## src/rtl/rom_port_arbiter_pkg.sv

```systemverilog
// Shared constants for the ROM port arbiter: bus/word widths, ROM defaults,
// requester identifiers and the address range check.
package rom_port_arbiter_pkg;

  localparam int unsigned BUS_W  = 64;
  localparam int unsigned WORD_W = 32;

  localparam logic [BUS_W-1:0] ROM_START_DEF = 64'h0;
  localparam logic [BUS_W-1:0] ROM_SIZE_DEF  = 64'd256;

  typedef enum logic {
    REQ_IF = 1'b0,
    REQ_D  = 1'b1
  } req_id_e;

  // A 4-byte read must fit entirely inside the ROM window (unsigned 64-bit).
  function automatic logic addr_in_range(input logic [BUS_W-1:0] addr,
                                         input logic [BUS_W-1:0] start,
                                         input logic [BUS_W-1:0] size);
    return (addr >= start) && ((addr - start) <= (size - 64'd4));
  endfunction

endpackage

```

## src/rtl/rom_port_arbiter_if.sv

```systemverilog
// Request/response channels of the two requesters plus the ROM read port.
// Handshake: a transfer happens on a rising edge where valid & ready are both 1;
// a requester holds valid/addr until ready, a response holds data/err until ready.
interface rom_port_arbiter_if;
  import rom_port_arbiter_pkg::*;

  logic              if_req_valid;
  logic [BUS_W-1:0]  if_req_addr;
  logic              if_req_ready;
  logic              if_rsp_valid;
  logic [WORD_W-1:0] if_rsp_data;
  logic              if_rsp_err;
  logic              if_rsp_ready;

  logic              d_req_valid;
  logic [BUS_W-1:0]  d_req_addr;
  logic              d_req_ready;
  logic              d_rsp_valid;
  logic [BUS_W-1:0]  d_rsp_data;
  logic              d_rsp_err;
  logic              d_rsp_ready;

  logic [BUS_W-1:0]  rom_haddr;
  logic [BUS_W-1:0]  rom_hwdata;
  logic [BUS_W-1:0]  rom_hrdata;

  modport slave (
    input  if_req_valid, if_req_addr, if_rsp_ready,
    input  d_req_valid, d_req_addr, d_rsp_ready,
    input  rom_hrdata,
    output if_req_ready, if_rsp_valid, if_rsp_data, if_rsp_err,
    output d_req_ready, d_rsp_valid, d_rsp_data, d_rsp_err,
    output rom_haddr, rom_hwdata
  );

  modport master (
    output if_req_valid, if_req_addr, if_rsp_ready,
    output d_req_valid, d_req_addr, d_rsp_ready,
    output rom_hrdata,
    input  if_req_ready, if_rsp_valid, if_rsp_data, if_rsp_err,
    input  d_req_ready, d_rsp_valid, d_rsp_data, d_rsp_err,
    input  rom_haddr, rom_hwdata
  );

endinterface

```

## src/rtl/rom_port_arbiter_rsp_slot.sv

```systemverilog
// One-entry response register with valid/ready; a load in the same cycle as a
// drain overwrites the slot so a requester can sustain one response per cycle.
module rom_rsp_slot #(
    parameter int unsigned W = 32
) (
    input  logic         clk,
    input  logic         rst,
    input  logic         load,
    input  logic [W-1:0] load_data,
    input  logic         load_err,
    input  logic         rsp_ready,
    output logic         rsp_valid,
    output logic [W-1:0] rsp_data,
    output logic         rsp_err
);

    always_ff @(posedge clk or posedge rst) begin
        if (rst) begin
            rsp_valid <= 1'b0;
            rsp_data  <= '0;
            rsp_err   <= 1'b0;
        end else if (load) begin
            rsp_valid <= 1'b1;
            rsp_data  <= load_data;
            rsp_err   <= load_err;
        end else if (rsp_valid && rsp_ready) begin
            // Data/err deliberately keep their last values after a drain.
            rsp_valid <= 1'b0;
        end
    end

endmodule

```

## src/rtl/rom_port_arbiter.sv

```systemverilog
// Shares the combinational ROM read port between instruction fetch and data
// load: D wins by default, IF is forced through after STARVE_LIMIT denials.
module rom_port_arbiter
    import rom_port_arbiter_pkg::*;
#(
    parameter logic [BUS_W-1:0] ROM_SIZE     = ROM_SIZE_DEF,
    parameter logic [BUS_W-1:0] ROM_START    = ROM_START_DEF,
    parameter int unsigned      STARVE_LIMIT = 4
) (
    input  logic               HCLK,
    input  logic               HRESET,
    rom_port_arbiter_if.slave  bus
);

    localparam int unsigned CNT_W = $clog2(STARVE_LIMIT + 1);
    localparam logic [CNT_W-1:0] CNT_MAX = CNT_W'(STARVE_LIMIT);

    logic              if_free;
    logic              d_free;
    logic              if_elig;
    logic              d_elig;
    logic              starved;
    logic              grant_if;
    logic              grant_d;
    req_id_e           grant_id;
    logic [BUS_W-1:0]  gnt_addr;
    logic              addr_ok;
    logic [WORD_W-1:0] if_load_data;
    logic [BUS_W-1:0]  d_load_data;
    logic [CNT_W-1:0]  starve_cnt;

    // A slot can accept a new response if empty or being drained this cycle.
    assign if_free = !bus.if_rsp_valid || bus.if_rsp_ready;
    assign d_free  = !bus.d_rsp_valid  || bus.d_rsp_ready;
    assign if_elig = bus.if_req_valid && if_free;
    assign d_elig  = bus.d_req_valid  && d_free;
    assign starved = (starve_cnt == CNT_MAX);

    always_comb begin
        grant_if = if_elig && (!d_elig || starved);
        grant_d  = d_elig && !grant_if;
        grant_id = grant_d ? REQ_D : REQ_IF;
        gnt_addr = '0;
        if (grant_if || grant_d) begin
            gnt_addr = (grant_id == REQ_D) ? bus.d_req_addr : bus.if_req_addr;
        end
    end

    assign bus.if_req_ready = grant_if;
    assign bus.d_req_ready  = grant_d;
    assign bus.rom_haddr    = gnt_addr;
    assign bus.rom_hwdata   = '0;

    // The ROM returns data in the low word only; out-of-range reads yield zero.
    assign addr_ok      = addr_in_range(gnt_addr, ROM_START, ROM_SIZE);
    assign if_load_data = addr_ok ? bus.rom_hrdata[WORD_W-1:0] : '0;
    assign d_load_data  = addr_ok ? bus.rom_hrdata : '0;

    // Counts IF denials while it could have been served; a blocked IF slot
    // neither advances nor clears the count.
    always_ff @(posedge HCLK or posedge HRESET) begin
        if (HRESET) begin
            starve_cnt <= '0;
        end else if (!bus.if_req_valid || grant_if) begin
            starve_cnt <= '0;
        end else if (if_elig && !starved) begin
            starve_cnt <= starve_cnt + 1'b1;
        end
    end

    rom_rsp_slot #(
        .W (WORD_W)
    ) u_if_slot (
        .clk       (HCLK),
        .rst       (HRESET),
        .load      (grant_if),
        .load_data (if_load_data),
        .load_err  (!addr_ok),
        .rsp_ready (bus.if_rsp_ready),
        .rsp_valid (bus.if_rsp_valid),
        .rsp_data  (bus.if_rsp_data),
        .rsp_err   (bus.if_rsp_err)
    );

    rom_rsp_slot #(
        .W (BUS_W)
    ) u_d_slot (
        .clk       (HCLK),
        .rst       (HRESET),
        .load      (grant_d),
        .load_data (d_load_data),
        .load_err  (!addr_ok),
        .rsp_ready (bus.d_rsp_ready),
        .rsp_valid (bus.d_rsp_valid),
        .rsp_data  (bus.d_rsp_data),
        .rsp_err   (bus.d_rsp_err)
    );

endmodule

```

## src/flat_wrapper.sv

```systemverilog
// flat-port wrapper written by rule: the top's interface ports become plain ports
module rom_port_arbiter_flat import rom_port_arbiter_pkg::*;
#(
    parameter logic [BUS_W-1:0] ROM_SIZE     = ROM_SIZE_DEF,
    parameter logic [BUS_W-1:0] ROM_START    = ROM_START_DEF,
    parameter int unsigned      STARVE_LIMIT = 4
)
  (HCLK, HRESET, bus_if_req_valid, bus_if_req_addr, bus_if_rsp_ready, bus_d_req_valid, bus_d_req_addr, bus_d_rsp_ready, bus_rom_hrdata, bus_if_req_ready, bus_if_rsp_valid, bus_if_rsp_data, bus_if_rsp_err, bus_d_req_ready, bus_d_rsp_valid, bus_d_rsp_data, bus_d_rsp_err, bus_rom_haddr, bus_rom_hwdata);
  rom_port_arbiter_if bus_i ();
  input  logic HCLK;
  input  logic HRESET;
  input wire logic [$bits(bus_i.if_req_valid)-1:0] bus_if_req_valid;
  input wire logic [$bits(bus_i.if_req_addr)-1:0] bus_if_req_addr;
  input wire logic [$bits(bus_i.if_rsp_ready)-1:0] bus_if_rsp_ready;
  input wire logic [$bits(bus_i.d_req_valid)-1:0] bus_d_req_valid;
  input wire logic [$bits(bus_i.d_req_addr)-1:0] bus_d_req_addr;
  input wire logic [$bits(bus_i.d_rsp_ready)-1:0] bus_d_rsp_ready;
  input wire logic [$bits(bus_i.rom_hrdata)-1:0] bus_rom_hrdata;
  output wire logic [$bits(bus_i.if_req_ready)-1:0] bus_if_req_ready;
  output wire logic [$bits(bus_i.if_rsp_valid)-1:0] bus_if_rsp_valid;
  output wire logic [$bits(bus_i.if_rsp_data)-1:0] bus_if_rsp_data;
  output wire logic [$bits(bus_i.if_rsp_err)-1:0] bus_if_rsp_err;
  output wire logic [$bits(bus_i.d_req_ready)-1:0] bus_d_req_ready;
  output wire logic [$bits(bus_i.d_rsp_valid)-1:0] bus_d_rsp_valid;
  output wire logic [$bits(bus_i.d_rsp_data)-1:0] bus_d_rsp_data;
  output wire logic [$bits(bus_i.d_rsp_err)-1:0] bus_d_rsp_err;
  output wire logic [$bits(bus_i.rom_haddr)-1:0] bus_rom_haddr;
  output wire logic [$bits(bus_i.rom_hwdata)-1:0] bus_rom_hwdata;
  assign bus_i.if_req_valid = bus_if_req_valid;
  assign bus_i.if_req_addr = bus_if_req_addr;
  assign bus_i.if_rsp_ready = bus_if_rsp_ready;
  assign bus_i.d_req_valid = bus_d_req_valid;
  assign bus_i.d_req_addr = bus_d_req_addr;
  assign bus_i.d_rsp_ready = bus_d_rsp_ready;
  assign bus_i.rom_hrdata = bus_rom_hrdata;
  assign bus_if_req_ready = bus_i.if_req_ready;
  assign bus_if_rsp_valid = bus_i.if_rsp_valid;
  assign bus_if_rsp_data = bus_i.if_rsp_data;
  assign bus_if_rsp_err = bus_i.if_rsp_err;
  assign bus_d_req_ready = bus_i.d_req_ready;
  assign bus_d_rsp_valid = bus_i.d_rsp_valid;
  assign bus_d_rsp_data = bus_i.d_rsp_data;
  assign bus_d_rsp_err = bus_i.d_rsp_err;
  assign bus_rom_haddr = bus_i.rom_haddr;
  assign bus_rom_hwdata = bus_i.rom_hwdata;
  rom_port_arbiter #(.ROM_SIZE(ROM_SIZE), .ROM_START(ROM_START), .STARVE_LIMIT(STARVE_LIMIT)) u_core (.HCLK(HCLK), .HRESET(HRESET), .bus(bus_i));
endmodule
```

## config.mk

```make
export PLATFORM = sky130hd
export DESIGN_NAME = rom_port_arbiter_flat
export DESIGN_NICKNAME = d
export VERILOG_FILES = /design/src/rtl/rom_port_arbiter_pkg.sv /design/src/rtl/rom_port_arbiter_if.sv /design/src/rtl/rom_port_arbiter_rsp_slot.sv /design/src/rtl/rom_port_arbiter.sv /design/src/flat_wrapper.sv
export SDC_FILE = /design/constraint.sdc
export NUM_CORES = 1
export LEC_CHECK = 0
export ABC_AREA = 1
export BUFFER_PORTS_ARGS = -buffer_cell sky130_fd_sc_hd__buf_2
export CORE_AREA = 2 2 167 169
export DETAILED_ROUTE_END_ITERATION = 10
export DIE_AREA = 0 0 169 171
export PLACE_DENSITY_LB_ADDON = 0.08
export SLEW_MARGIN = 20
export SYNTH_ARGS = -nofsm -noshare
export SYNTH_HDL_FRONTEND = slang
export SYNTH_SLANG_ARGS = --single-unit
```

## constraint.sdc

```tcl
create_clock -name HCLK -period 2.9 [get_ports HCLK]
set_clock_uncertainty 0.2 [all_clocks]
set_input_delay 0.145 -clock HCLK [delete_from_list [all_inputs] [get_ports HCLK]]
set_output_delay 0.145 -clock HCLK [all_outputs]
set_load 0.05 [all_outputs]
```

Word-level counts from Yosys, hierarchy flattened
Index checks and enable logic that the tools add are counted.
{"block": "word_totals", "word_cells": 45, "register_bits": 103, "out_inout_bits": 230, "inputBits": 198}
{"block": "op_classes", "n_addsub": 1, "order_cmp": 2, "muxes": 11, "n_reduce_logical": 23, "eq_ne": 1}
{"op": "$mux 64", "count": 3}
{"op": "$ge 64x1->1 const B", "count": 1}
{"op": "$le 64x8->1 const B", "count": 1}
{"op": "$mux 32", "count": 1}
{"op": "$logic_and 1x1->1", "count": 8}
{"op": "$logic_not 1->1", "count": 7}
{"op": "$mux 3", "count": 2}
{"op": "$reduce_bool 2->1", "count": 3}
{"op": "$logic_or 1x1->1", "count": 5}
{"op": "$mux 1", "count": 5}
{"op": "$add 3x1->3 const B", "count": 1}
{"op": "$eq 3x3->1 const B", "count": 1}

Longest topological paths before layout
{"block": "depth", "ltp_word": 14, "ltp_mapped": 19}

Modules after synthesis
Synthesis repeated with hierarchy kept, for this count alone.
{"block": "hier_totals", "cells_unflattened": 969, "area_unflattened_um2": 6641.4}
{"module": "rom_port_arbiter", "cells_each": 544, "instances": 1, "area_per_inst_um2": 2783.9, "seq_area_each_um2": 75.1}
{"module": "rom_rsp_slot at u_core.u_d_slot", "cells_each": 280, "instances": 1, "area_per_inst_um2": 2514.9, "seq_area_each_um2": 1651.6}
{"module": "rom_rsp_slot at u_core.u_if_slot", "cells_each": 145, "instances": 1, "area_per_inst_um2": 1342.5, "seq_area_each_um2": 850.8}

Worst setup path after synthesis
No wires, ideal clock.
{"block": "synth_timing", "kind": "flip-flop to flip-flop", "start": "register u_core.u_if_slot.rsp_valid", "end": "register u_core.u_if_slot.rsp_data[0]", "arrival_ns": 2.400, "slack_ns": 0.232, "stages_incl_launch_ff": 9, "setup_time_ns": 0.067, "synth_period_minus_slack_ns": 2.668, "path_cell_list": "dfrtp_1 a21boi_0 nand2_2 buf_2 clkbuf_1 inv_1 clkbuf_1 nand3_1 nand2_1"}
{"block": "synth_via", "elab_chain_cells": 12, "elab_cells_between_ends": 14}
{"element": "start: declaration", "line": "rom_port_arbiter_rsp_slot.sv:12", "source": "output logic rsp_valid,"}
{"element": "start signal: assignment", "line": "rom_port_arbiter_rsp_slot.sv:19", "source": "rsp_valid <= 1'b0;"}
{"element": "start signal: assignment", "line": "rom_port_arbiter_rsp_slot.sv:23", "source": "rsp_valid <= 1'b1;"}
{"element": "start signal: assignment", "line": "rom_port_arbiter_rsp_slot.sv:28", "source": "rsp_valid <= 1'b0;"}
{"element": "$logic_not 1->1 *", "line": "rom_port_arbiter.sv:33", "source": "assign if_free = !bus.if_rsp_valid || bus.if_rsp_ready;"}
{"element": "$logic_or 1x1->1 *", "line": "rom_port_arbiter.sv:33"}
{"element": "$logic_and 1x1->1 *", "line": "rom_port_arbiter.sv:35", "source": "assign if_elig = bus.if_req_valid && if_free;"}
{"element": "$logic_and 1x1->1 *", "line": "rom_port_arbiter.sv:40", "source": "grant_if = if_elig && (!d_elig || starved);"}
{"element": "via bus_if_req_ready", "line": "flat_wrapper.sv:19", "source": "output wire logic [$bits(bus_i.if_req_ready)-1:0] bus_if_req_ready;"}
{"element": "$logic_not 1->1", "line": "rom_port_arbiter.sv:41", "source": "grant_d = d_elig && !grant_if;"}
{"element": "$logic_and 1x1->1", "line": "rom_port_arbiter.sv:41"}
{"element": "$mux 1", "line": "rom_port_arbiter.sv:42", "source": "grant_id = grant_d ? REQ_D : REQ_IF;"}
{"element": "$mux 64", "line": "rom_port_arbiter.sv:45", "source": "gnt_addr = (grant_id == REQ_D) ? bus.d_req_addr : bus.if_req_addr;"}
{"element": "$mux 64", "line": "rom_port_arbiter.sv:44", "source": "if (grant_if || grant_d) begin"}
{"element": "$ge 64x1->1 / $le 64x8->1 (equally long branches)", "line": "rom_port_arbiter_pkg.sv:20", "source": "return (addr >= start) && ((addr - start) <= (size - 64'd4));"}
{"element": "$logic_and 1x1->1", "line": "rom_port_arbiter_pkg.sv:20"}
{"element": "$mux 32", "line": "rom_port_arbiter.sv:56", "source": "assign if_load_data = addr_ok ? bus.rom_hrdata[WORD_W-1:0] : '0;"}
{"element": "end signal: assignment", "line": "rom_port_arbiter_rsp_slot.sv:24", "source": "rsp_data <= load_data;"}
{"element": "end: declaration", "line": "rom_port_arbiter_rsp_slot.sv:13", "source": "output logic [W-1:0] rsp_data,"}
Mark *: on every way through the listed nets, which the timed path passes. The rest lies on a longest branch.
A chain may end at the register's enable or synchronous reset.

Worst setup path in the final report
{"block": "layout_timing", "start": "register u_core.starve_cnt[0]", "end": "register u_core.u_d_slot.rsp_data[36]"}
{"block": "layout_via", "elab_chain_cells": 11, "elab_cells_between_ends": 13}
{"element": "start: declaration", "line": "rom_port_arbiter.sv:30", "source": "logic [CNT_W-1:0] starve_cnt;"}
{"element": "start signal: assignment", "line": "rom_port_arbiter.sv:67", "source": "starve_cnt <= starve_cnt + 1'b1;"}
{"element": "$eq 3x3->1 *", "line": "rom_port_arbiter.sv:37", "source": "assign starved = (starve_cnt == CNT_MAX);"}
{"element": "$logic_or 1x1->1 *", "line": "rom_port_arbiter.sv:40"}
{"element": "$logic_and 1x1->1 *", "line": "rom_port_arbiter.sv:40"}
{"element": "$logic_not 1->1", "line": "rom_port_arbiter.sv:41"}
{"element": "$logic_and 1x1->1", "line": "rom_port_arbiter.sv:41"}
{"element": "$mux 1", "line": "rom_port_arbiter.sv:42"}
{"element": "$mux 64", "line": "rom_port_arbiter.sv:45"}
{"element": "$mux 64", "line": "rom_port_arbiter.sv:44"}
{"element": "$ge 64x1->1 / $le 64x8->1 (equally long branches)", "line": "rom_port_arbiter_pkg.sv:20"}
{"element": "$logic_and 1x1->1", "line": "rom_port_arbiter_pkg.sv:20"}
{"element": "$mux 64", "line": "rom_port_arbiter.sv:57", "source": "assign d_load_data = addr_ok ? bus.rom_hrdata : '0;"}
{"element": "end signal: assignment", "line": "rom_port_arbiter_rsp_slot.sv:24"}
{"element": "end: declaration", "line": "rom_port_arbiter_rsp_slot.sv:13"}
Mark *: on every way between the ends. The rest lies on a longest branch, timed or not.

==> results.cfg <==
[grt]
grtUsageTotal = 0.183
grt_max_degree = 104
gr-total-overflow = 0
grt_pass1_wl_mm = 41.2
antenna_found_initial = 1
grt_pass1_vias = 7344

[synth]
synth_area_leaders = dfrtp_1 (40%), nand2_1 (18%), nand3_1 (14%), inv_1 (10%), buf_4 (7.5%)
synth-seq-cells = 103
synth.most_common_cell = nand2_1
synth_top_cells_by_count = nand2_1 (313), nand3_1 (180), inv_1 (179), dfrtp_1 (103), buf_4 (65)
synthCells = 974
synth_cell_types = 21
netlist.area_leader.share = 0.395
synth_compound_area_frac = 0.0117
syn_avg_cell_area_um2 = 6.70
synthArstFlopShare = 1.00
synthAdderAreaFrac = 0.00384
synth-edff-count = 0
yosysWarnings = 0
synth-main-ff-cell = dfrtp_1
synth_area_um2 = 6520
muxShareOfSynthArea = 0
synth_seq_area_share = 0.395
yosysTopAreaCell = dfrtp_1
synth_top_family_by_area = simple AND/OR/NAND/NOR gates
yosys.area_share.simple = 0.366
synth_xor_xnor_area_share = 0.00134

[clock_tree]
clkSinkCount = 103
cts_tree = built
root_buffer = clkbuf_16
cts.clk_slew.worst_paths_ns = 0.07
cts_buffers = 9
clock_latency_ns = 0.34
cts_max_level = 3
clock_path_buffers = 2

[timing]
setup_tns_ns = 0
fin_crit_sh = 0.988
post-route-min-period_ns = 2.87
drv_slew = 0
slew_headroom = 0.551
max_freq_mhz = 349
rsz0062_at_grt = true
setup-violations-final = 0
hold_violations = 0
worst_pin_slew_ns = 0.674

[setup_path]
cp.required_ns = 2.99
crit_path_start_kind = flop
cp-end-kind = flop
arrival_ns = 2.96
crit_fanout = 16
critPathKind = flop to flop

[power]
irDropWorstVdd_mv = 0.299
power.density_nw_per_um2 = 429
fin_total_pwr_mw = 4.63
p_leak_nw = 6.89

[detailed_routing]
met3_length_mm = 2.00
avgRoutedWirePerCell_um = 15.7
vias = 7568
drt_first_pass_iters = 4
wl_met1_mm = 11.9
routed.top_layer = met4
drt_iter0_drc = 296
wl_met2_mm = 14.3
vias_per_cell = 4.15
drc = 0
ant_nets = 0
wl_mm = 28.6

[place]
dp.cells = 1716
gp_congestion = 0.860
port_buffers = 363
dpl.hpwl_mm = 19.9
placed_area_um2 = 9060

[min_path]
hold_class = input port to flop

[floorplan]
ios = 428
core_area_um2 = 27300
die_h_um = 171
num_rows = 61
die_area_um2 = 28900
die_x_um = 169
start_util = 0.239

[final_layout]
fin_util = 0.396
nNetsFinal = 1670
design_area_um2 = 10800
area_growth_pct = 65.7
fin_cells = 1822
drive_gt1_frac = 0.379

[status]
status = complete, no violations

[job]
max_cap_violations = 0
## per-stage QoR
step	setup slack [ns]	hold WS [ns]
after floorplan	0.232	0.0673
after global placement	-0.0477	0.167
after detailed placement	-0.0464	0.172
after CTS	0.00247	0.112
after global routing	-0.150	0.137
final	0.0335	0.121
## power by group
part	internal, mW	total, mW	switching [mW]
sequential	1.44	1.45	0.00637
clock	0.778	1.39	0.610
combinational	0.587	1.80	1.21
total	2.81	4.63	1.83
## cell type report
cell class	count	area, um^2
fillers	2988	16500
repair buffers	540	3750
multi-input cells	635	3010
flip-flops and latches	103	2580
inverters	181	692
well taps	346	433
clock buffers	9	225
clock inverters	7	114
diodes	1	2.50
## path summary, 6_finish.rpt
check | start | end | slack, ns | cells after the start
hold / removal | bus_d_req_valid | u_core.starve_cnt[0]$_DFFE_PP0P_ | 0.12 | 6
setup / recovery | u_core.starve_cnt[0]$_DFFE_PP0P_ | u_core.u_d_slot.rsp_data[36]$_DFFE_PP0N_ | 0.03 | 20
setup reg to reg | u_core.starve_cnt[0]$_DFFE_PP0P_ | u_core.u_d_slot.rsp_data[36]$_DFFE_PP0N_ | 0.03 | 20
min in group asynchronous | HRESET | u_core.u_d_slot.rsp_data[8]$_DFFE_PP0N_ | 0.27 | 4
max in group asynchronous | HRESET | u_core.u_d_slot.rsp_data[41]$_DFFE_PP0N_ | 1.74 | 4
hold reg to reg | u_core.u_d_slot.rsp_data[49]$_DFFE_PP0N_ | u_core.u_d_slot.rsp_data[49]$_DFFE_PP0N_ | 0.27 | 2
## what timing repair did
item,CTS,global route
gates cloned,5,7
buffers inserted,6,4
resized for setup,11,75
pin swaps,2,22
hold endpoints to repair,204,0
setup endpoints to repair,91,99
hold buffers,68,0
## cell usage in the layout (no fill, tap or decap), types with 3 or more instances in the layout
master,n
dfrtp_1,103
nand2_1,299
nor2_2,8
buf_6,4
nor2_1,30
inv_2,4
nand2_2,16
buf_16,5
inv_1,174
nand3b_1,18
a21oi_1,4
nand3_2,28
clkbuf_16,16
a21oi_2,3
conb_1,64
buf_12,14
dlygate4sd3_1,68
nand3_1,150
buf_2,363
buf_4,78
## worst max-delay path, stage by stage (launching register included)
cell,delay (ns)
dfrtp_1,0.39
inv_2,0.09
ha_4,0.15
nand2_4,0.07
o21ai_4,0.15
buf_6,0.15
buf_12,0.12
buf_12,0.11
buf_6,0.10
nand2_2,0.04
nand3_2,0.06
nand2_2,0.07
nor2_2,0.10
nand2_1,0.08
nor2_1,0.10
nand2_1,0.10
nor2_4,0.19
buf_12,0.18
clkbuf_16,0.19
nand3_1,0.08
nand2_1,0.08
## routing by layer
layer | GRT usage | vias to the layer above
li1 | - | 3795
met2 | 0.324 | 254
met5 | 0 | -
met3 | 0.0407 | 21
met1 | 0.230 | 3498
met4 | 0.0390 | 0
## logic make-up (layout without fill, tap and decap cells)
logic type / count (synthesis) / count (layout)
xor gates and xnor gates: 1 / 1
AOI/OAI and AO/OA: 14 / 14
buffers and inverters: 299 / 737
other: 1 / 65
DFF: 103 / 103
adders and majority gates: 2 / 2
and+or+nand+nor: 554 / 554
## state kept, by name, indices dropped and copies added, names as in the netlist
register,count
u_core.u_if_slot.rsp_data,32
u_core.u_d_slot.rsp_data,64
u_core.u_d_slot.rsp_valid,1
u_core.u_d_slot.rsp_err,1
u_core.starve_cnt,3
u_core.u_if_slot.rsp_valid,1
u_core.u_if_slot.rsp_err,1
(Power assumes the default switching activity.)
